==> src/rtl/sdram_request_arbiter.sv <==
// sdram_request_arbiter: shares one SDRAM controller command port between the
// recording writer (W) and the playback reader (R). Grants alternate on a tie,
// only one command is outstanding at a time, and every output is registered.
// Optional feature: define SDRAM_ARB_TIMEOUT_EN to abort a command that has not
// completed within TIMEOUT_CYCLES and raise the sticky timeout_err flag.
module sdram_request_arbiter #(
  parameter int unsigned ADDR_W         = 25,
  parameter int unsigned DATA_W         = 16,
  parameter int unsigned TIMEOUT_CYCLES = 1024
) (
  input  logic              clock_50Mhz,
  input  logic              reset,
  input  logic              enable,
  input  logic              wr_req,
  input  logic [ADDR_W-1:0] wr_addr,
  input  logic [DATA_W-1:0] wr_data,
  output logic              wr_ack,
  input  logic              rd_req,
  input  logic [ADDR_W-1:0] rd_addr,
  output logic [DATA_W-1:0] rd_data,
  output logic              rd_ack,
  output logic [ADDR_W-1:0] sdram_inputAddress,
  output logic [DATA_W-1:0] sdram_writeData,
  output logic              sdram_isWriting,
  output logic              sdram_inputValid,
  input  logic [DATA_W-1:0] sdram_readData,
  input  logic              sdram_outputValid,
  input  logic              sdram_recievedCommand,
  input  logic              sdram_isBusy,
  output logic              arb_busy,
  output logic              timeout_err
);

  typedef enum logic [1:0] {StIdle, StIssue, StWaitRd} state_e;

  state_e stateQ, stateD;

  // lastGrantWQ = 1 when the writer held the most recent grant
  logic lastGrantWQ, lastGrantWD;
  logic grantAny, pickW, timeoutHit;

  logic [ADDR_W-1:0] addrD;
  logic [DATA_W-1:0] wdataD, rdataD;
  logic              isWritingD, inputValidD, wrAckD, rdAckD;

  assign grantAny = enable & ~sdram_isBusy & (wr_req | rd_req);
  // On a tie, the requester that did not win last time goes next
  assign pickW    = wr_req & (~rd_req | ~lastGrantWQ);

`ifdef SDRAM_ARB_TIMEOUT_EN
  localparam int unsigned CntW = (TIMEOUT_CYCLES > 2) ? $clog2(TIMEOUT_CYCLES) : 1;

  logic [CntW-1:0] toCntQ;
  logic            toErrQ;

  assign timeoutHit  = (stateQ != StIdle) && (toCntQ == CntW'(TIMEOUT_CYCLES - 1));
  assign timeout_err = toErrQ;

  // Cycle counter for the command in flight; held at zero while idle
  always_ff @(posedge clock_50Mhz) begin
    if (reset) begin
      toCntQ <= '0;
      toErrQ <= 1'b0;
    end else begin
      if (stateQ == StIdle || timeoutHit) begin
        toCntQ <= '0;
      end else begin
        toCntQ <= toCntQ + 1'b1;
      end
      if (timeoutHit) begin
        toErrQ <= 1'b1;
      end
    end
  end
`else
  assign timeoutHit  = 1'b0;
  assign timeout_err = 1'b0;
`endif

  // State register
  always_ff @(posedge clock_50Mhz) begin
    if (reset) begin
      stateQ <= StIdle;
    end else begin
      stateQ <= stateD;
    end
  end

  // Next-state logic
  always_comb begin
    stateD = stateQ;
    unique case (stateQ)
      StIdle: begin
        if (grantAny) stateD = StIssue;
      end
      StIssue: begin
        if (sdram_recievedCommand) stateD = sdram_isWriting ? StIdle : StWaitRd;
      end
      StWaitRd: begin
        if (sdram_outputValid) stateD = StIdle;
      end
      default: stateD = StIdle;
    endcase
    if (timeoutHit) stateD = StIdle;
  end

  // Next values of the registered outputs
  always_comb begin
    addrD       = sdram_inputAddress;
    wdataD      = sdram_writeData;
    isWritingD  = sdram_isWriting;
    inputValidD = sdram_inputValid;
    rdataD      = rd_data;
    lastGrantWD = lastGrantWQ;
    wrAckD      = 1'b0;
    rdAckD      = 1'b0;
    unique case (stateQ)
      StIdle: begin
        if (grantAny) begin
          addrD       = pickW ? wr_addr : rd_addr;
          wdataD      = pickW ? wr_data : sdram_writeData;
          isWritingD  = pickW;
          inputValidD = 1'b1;
          lastGrantWD = pickW;
        end
      end
      StIssue: begin
        if (sdram_recievedCommand) begin
          inputValidD = 1'b0;
          wrAckD      = sdram_isWriting;
        end
      end
      StWaitRd: begin
        if (sdram_outputValid) begin
          rdataD = sdram_readData;
          rdAckD = 1'b1;
        end
      end
      default: ;
    endcase
    // An aborted command never acknowledges and never updates rd_data
    if (timeoutHit) begin
      inputValidD = 1'b0;
      wrAckD      = 1'b0;
      rdAckD      = 1'b0;
      rdataD      = rd_data;
    end
  end

  // Output and grant-history registers
  always_ff @(posedge clock_50Mhz) begin
    if (reset) begin
      sdram_inputAddress <= '0;
      sdram_writeData    <= '0;
      sdram_isWriting    <= 1'b0;
      sdram_inputValid   <= 1'b0;
      rd_data            <= '0;
      wr_ack             <= 1'b0;
      rd_ack             <= 1'b0;
      arb_busy           <= 1'b0;
      lastGrantWQ        <= 1'b0;
    end else begin
      sdram_inputAddress <= addrD;
      sdram_writeData    <= wdataD;
      sdram_isWriting    <= isWritingD;
      sdram_inputValid   <= inputValidD;
      rd_data            <= rdataD;
      wr_ack             <= wrAckD;
      rd_ack             <= rdAckD;
      arb_busy           <= (stateD != StIdle);
      lastGrantWQ        <= lastGrantWD;
    end
  end

endmodule

==> config.mk <==
export PLATFORM = sky130hd
export DESIGN_NAME = sdram_request_arbiter
export DESIGN_NICKNAME = d
export VERILOG_FILES = /design/src/rtl/sdram_request_arbiter.sv
export SDC_FILE = /design/constraint.sdc
export NUM_CORES = 1
export LEC_CHECK = 0
export ABC_AREA = 1
export BUFFER_PORTS_ARGS = -buffer_cell sky130_fd_sc_hd__buf_2
export CAP_MARGIN = 25
export CORE_MARGIN = 1.5
export CORE_UTILIZATION = 51
export CTS_BUF_LIST = sky130_fd_sc_hd__clkbuf_2
export CTS_CLUSTER_SIZE = 14
export DETAILED_ROUTE_END_ITERATION = 16
export PLACE_DENSITY = 0.9
export SLEW_MARGIN = 10
export SYNTH_ARGS = -nofsm -noshare
export SYNTH_HDL_FRONTEND = slang
export SYNTH_SLANG_ARGS = --single-unit
==> constraint.sdc <==
create_clock -name clock_50Mhz -period 3.7 [get_ports clock_50Mhz]
set_input_delay 1.11 -clock clock_50Mhz [delete_from_list [all_inputs] [get_ports clock_50Mhz]]
set_output_delay 1.11 -clock clock_50Mhz [all_outputs]
set_load 0.02 [all_outputs]
After elaboration in Yosys (flattened, before gate mapping)

Index checks and enable logic that the tools add are counted.

Word-level logic and storage cells: 43
Output and inout port bits: 63
Register bits: 64

Reduce and logical (&&, ||, !) cells: 9
Muxes and demuxes: 10
Bitwise operators: 11
Equal/unequal tests: 4

Operators with widths:

| kind                 | count |
|---|---|
| $mux W25             | 1 |
| $mux W2              | 4 |
| $not A1 Y1           | 6 |
| $pmux W2 S3          | 1 |
| $reduce_and A3 Y1    | 2 |
| $ne A2 B2 Y1 const B | 2 |
| $reduce_and A2 Y1    | 2 |
| $reduce_bool A2 Y1   | 2 |
| $and A1 B1 Y1        | 3 |
| $mux W1              | 3 |
| $reduce_or A3 Y1     | 1 |
| $eq A2 B1 Y1 const B | 1 |
| $eq A2 B2 Y1 const B | 1 |
| $logic_not A2 Y1     | 1 |
| $or A1 B1 Y1         | 2 |
| $pmux W1 S2          | 1 |
| $reduce_or A2 Y1     | 1 |

Depth between registers and ports, before layout

Depth after elaboration: 6
Mapped depth: 8
Gate-level depth less buffers: 7

Worst setup path after synthesis

No wires, ideal clock.

Kind: input-to-reg
Start: input sdram_outputValid
End: register rd_data[10]
Setup slack: 1.750 ns
Stages on the path: 4
Data required time: 3.629 ns
Path buffers: 2
Arrival time: 1.880 ns
Setup time: 0.071 ns
Path through: clkbuf_1 -> clkbuf_1 -> nand3_1 -> a21oi_1

Longest elaborated chain between the ends: 1

Ends and longest elaborated chain:

| element                            | line | source |
|---|---|---|
| start, declared                    | 27   | `input logic sdram_outputValid,` |
| $reduce_and A2 Y1 (no source line) | -    |  |
| end signal, assigned               | 167  | `rd_data <= rdataD;` |
| end, declared                      | 20   | `output logic [DATA_W-1:0] rd_data,` |

Every way passes these cells.
A chain may end at the register's enable or synchronous reset.

==> impl_metrics.json <==
{
  "status": "completed",
  "n_antenna_cell": 0,
  "synth_seq_cells": 64,
  "start_kind": "register",
  "power_density_nw_per_um2": 352,
  "fin_worst_skew_ps": 23.7,
  "synth.net_count": 571,
  "fin_crit_ps": 2250,
  "cts_setup_buffers": 0,
  "portBuffers": 151,
  "worstMarginPinSlew_ps": 947,
  "vias": 3219,
  "drc": 0,
  "grt_use_total_pct": 22.5,
  "syn_area_per_cell_um2": 6.28,
  "ctsHoldBuffers": 0,
  "muxShareOfSynthArea_pct": 0,
  "worst_path_largest_cell_delay_ps": 460,
  "synthXorXnorAreaFrac_pct": 0,
  "clock_latency_ps": 490,
  "crit_type": "register to output port",
  "slew_headroom_pct": 36.6,
  "ios": 153,
  "ys_warn_count": 0,
  "synthAdderAreaFrac_pct": 0,
  "cts_resized": 0,
  "power.leakage_nw": 2.21,
  "place_hpwl_um": 5160,
  "grt_pass1_wl_um": 11400,
  "root_buffer": "clkbuf_2",
  "grt_pass1_vias": 2799,
  "hold_viol_final": 0,
  "cts_sinks": 64,
  "cp_num_buf_inv": 1,
  "setup_tns_ps": 0,
  "clockBufferDepth": 2,
  "vias_per_cell": 4.62,
  "drv_cap": 0,
  "syn_area_um2": 3020,
  "drt-total-wl_um": 7130,
  "setup_viol": 0,
  "critPathRequiredTime_ps": 2590,
  "fin_crit_sh_pct": 60.7,
  "crit_chain": "buf_2",
  "crit_path_top_delay_cell": "dfxtp_1",
  "rrSetupSlack_ps": 1850,
  "antenna_found_initial": 0,
  "synthSimpleGateAreaFrac_pct": 40.0,
  "grt_max_degree": 52,
  "synth_top_family_by_area": "simple AND/OR/NAND/NOR gates",
  "synth_compound_area_share_pct": 3.61,
  "dieArea_um2": 6390,
  "ys_seq_area_share_pct": 42.4,
  "start_util_pct": 53.8,
  "area_growth_pct": 27.1,
  "first_iter_violations": 98,
  "cts_max_level": 3,
  "clkTransAtPathRegs_ps": 180,
  "hold_class": "register to register",
  "final_common_cell": "buf_2",
  "overflow": 0,
  "vdd_ir_drop_max_uv": 158,
  "rows": 27,
  "finalPower_mw": 1.35,
  "syn_inst": 481,
  "ant_nets": 0,
  "netlist-cell-type-count": 22,
  "drive_gt1_share_pct": 28.0,
  "die_h_um": 79.9,
  "fmaxAchievable_mhz": 445,
  "drv_slew": 0,
  "layout.nets": 710,
  "worst_setup_path_end_kind": "output port",
  "path_delay_family": "flip-flops",
  "arrival_ps": 1140,
  "final_cell_mix": "buf_2 (151), nand2_1 (140), nor2_1 (115)",
  "cts_tree": "built",
  "path_max_fanout": 5,
  "numCtsBuffers": 9,
  "routedWlPerCell_um": 10.2,
  "rsz0062_at_grt": "no",
  "place.gp.congestion": 0.792,
  "die_w_um": 79.9,
  "dr.pass1.iters": 4,
  "core_area_um2": 5610
}
per-layer routing:
metal  vias up  track usage, %  part of all wire, %
met1      1377            24.6                   43
met4         0            10.2                  1.5
met2       127            41.1                   48
li1       1705               -                    -
met5         -               0                    0
met3        10            4.69                  7.4
synthesized netlist by cell type:
master / number / area [um^2]
clkinv_1: 1 / 3.75
nand2_2: 2 / 12.5
nand3_1: 17 / 85.1
dfxtp_1: 64 / 1280
buf_4: 4 / 30.0
nor2_4: 1 / 11.3
a21oi_2: 1 / 8.76
nor2_2: 1 / 6.26
and2_1: 1 / 6.26
nand4_1: 16 / 100
a21oi_1: 17 / 85.1
buf_6: 2 / 22.5
inv_1: 74 / 278
buf_2: 9 / 45.0
nor2_8: 1 / 20.0
conb_1: 1 / 3.75
clkbuf_1: 10 / 37.5
o21ai_0: 2 / 10.0
nor2_1: 115 / 432
nand3_2: 1 / 10.0
nand2_1: 140 / 526
o21ai_1: 1 / 5.00
logic make-up after synthesis:
logic type | after synthesis
simple gates | 295
compound gates | 21
other cells | 1
flops | 64
buf+inv | 100
cell type report:
class / count / area [um^2]
Inverter: 75 / 282
Tap cell: 72 / 90.1
Sequential cell: 64 / 1280
Fill cell: 495 / 1770
Clock inverter: 7 / 48.8
Multi-Input combinational cell: 317 / 1320
Clock buffer: 9 / 45.0
Timing Repair Buffer: 153 / 771
metrics by stage:
step | hold slack (ps) | util (%) | cell area (um^2) | setup slack, ps | instances
3_5_place_dp | 453 | 66.8 | 3740 | 1080 | 681
5_1_grt | 496 | 68.5 | 3840 | 1370 | 697
4_1_cts | 476 | 68.5 | 3840 | 1400 | 697
6_report | 476 | 68.5 | 3840 | 1450 | 697
3_3_place_gp | 446 | 66.8 | 3740 | 1120 | 681
2_1_floorplan | 537 | - | 3020 | 1750 | 481
power by group:
group | internal, mW | switching, mW
clock | 0.0863 | 0.261
sequential | 0.722 | 0.0173
combinational | 0.100 | 0.165
total | 0.909 | 0.443
flip-flops by register name (all words and copies together), names as in the netlist:
register and cells:
sdram_writeData 16, arb_busy 1, rd_data 16, sdram_inputValid 1
wr_ack 1, stateQ 2, lastGrantWQ 1, sdram_inputAddress 25
rd_ack 1
final timing paths:
check                    from                     end  depth (start not counted)
hold reg to reg   rd_data[10]             rd_data[10]                          2
setup / recovery  lastGrantWQ         sdram_isWriting                          1
setup reg to reg    stateQ[1]  sdram_inputAddress[13]                          6
hold / removal    rd_data[10]             rd_data[10]                          2
Note: power is estimated with default switching activity, not from simulation.
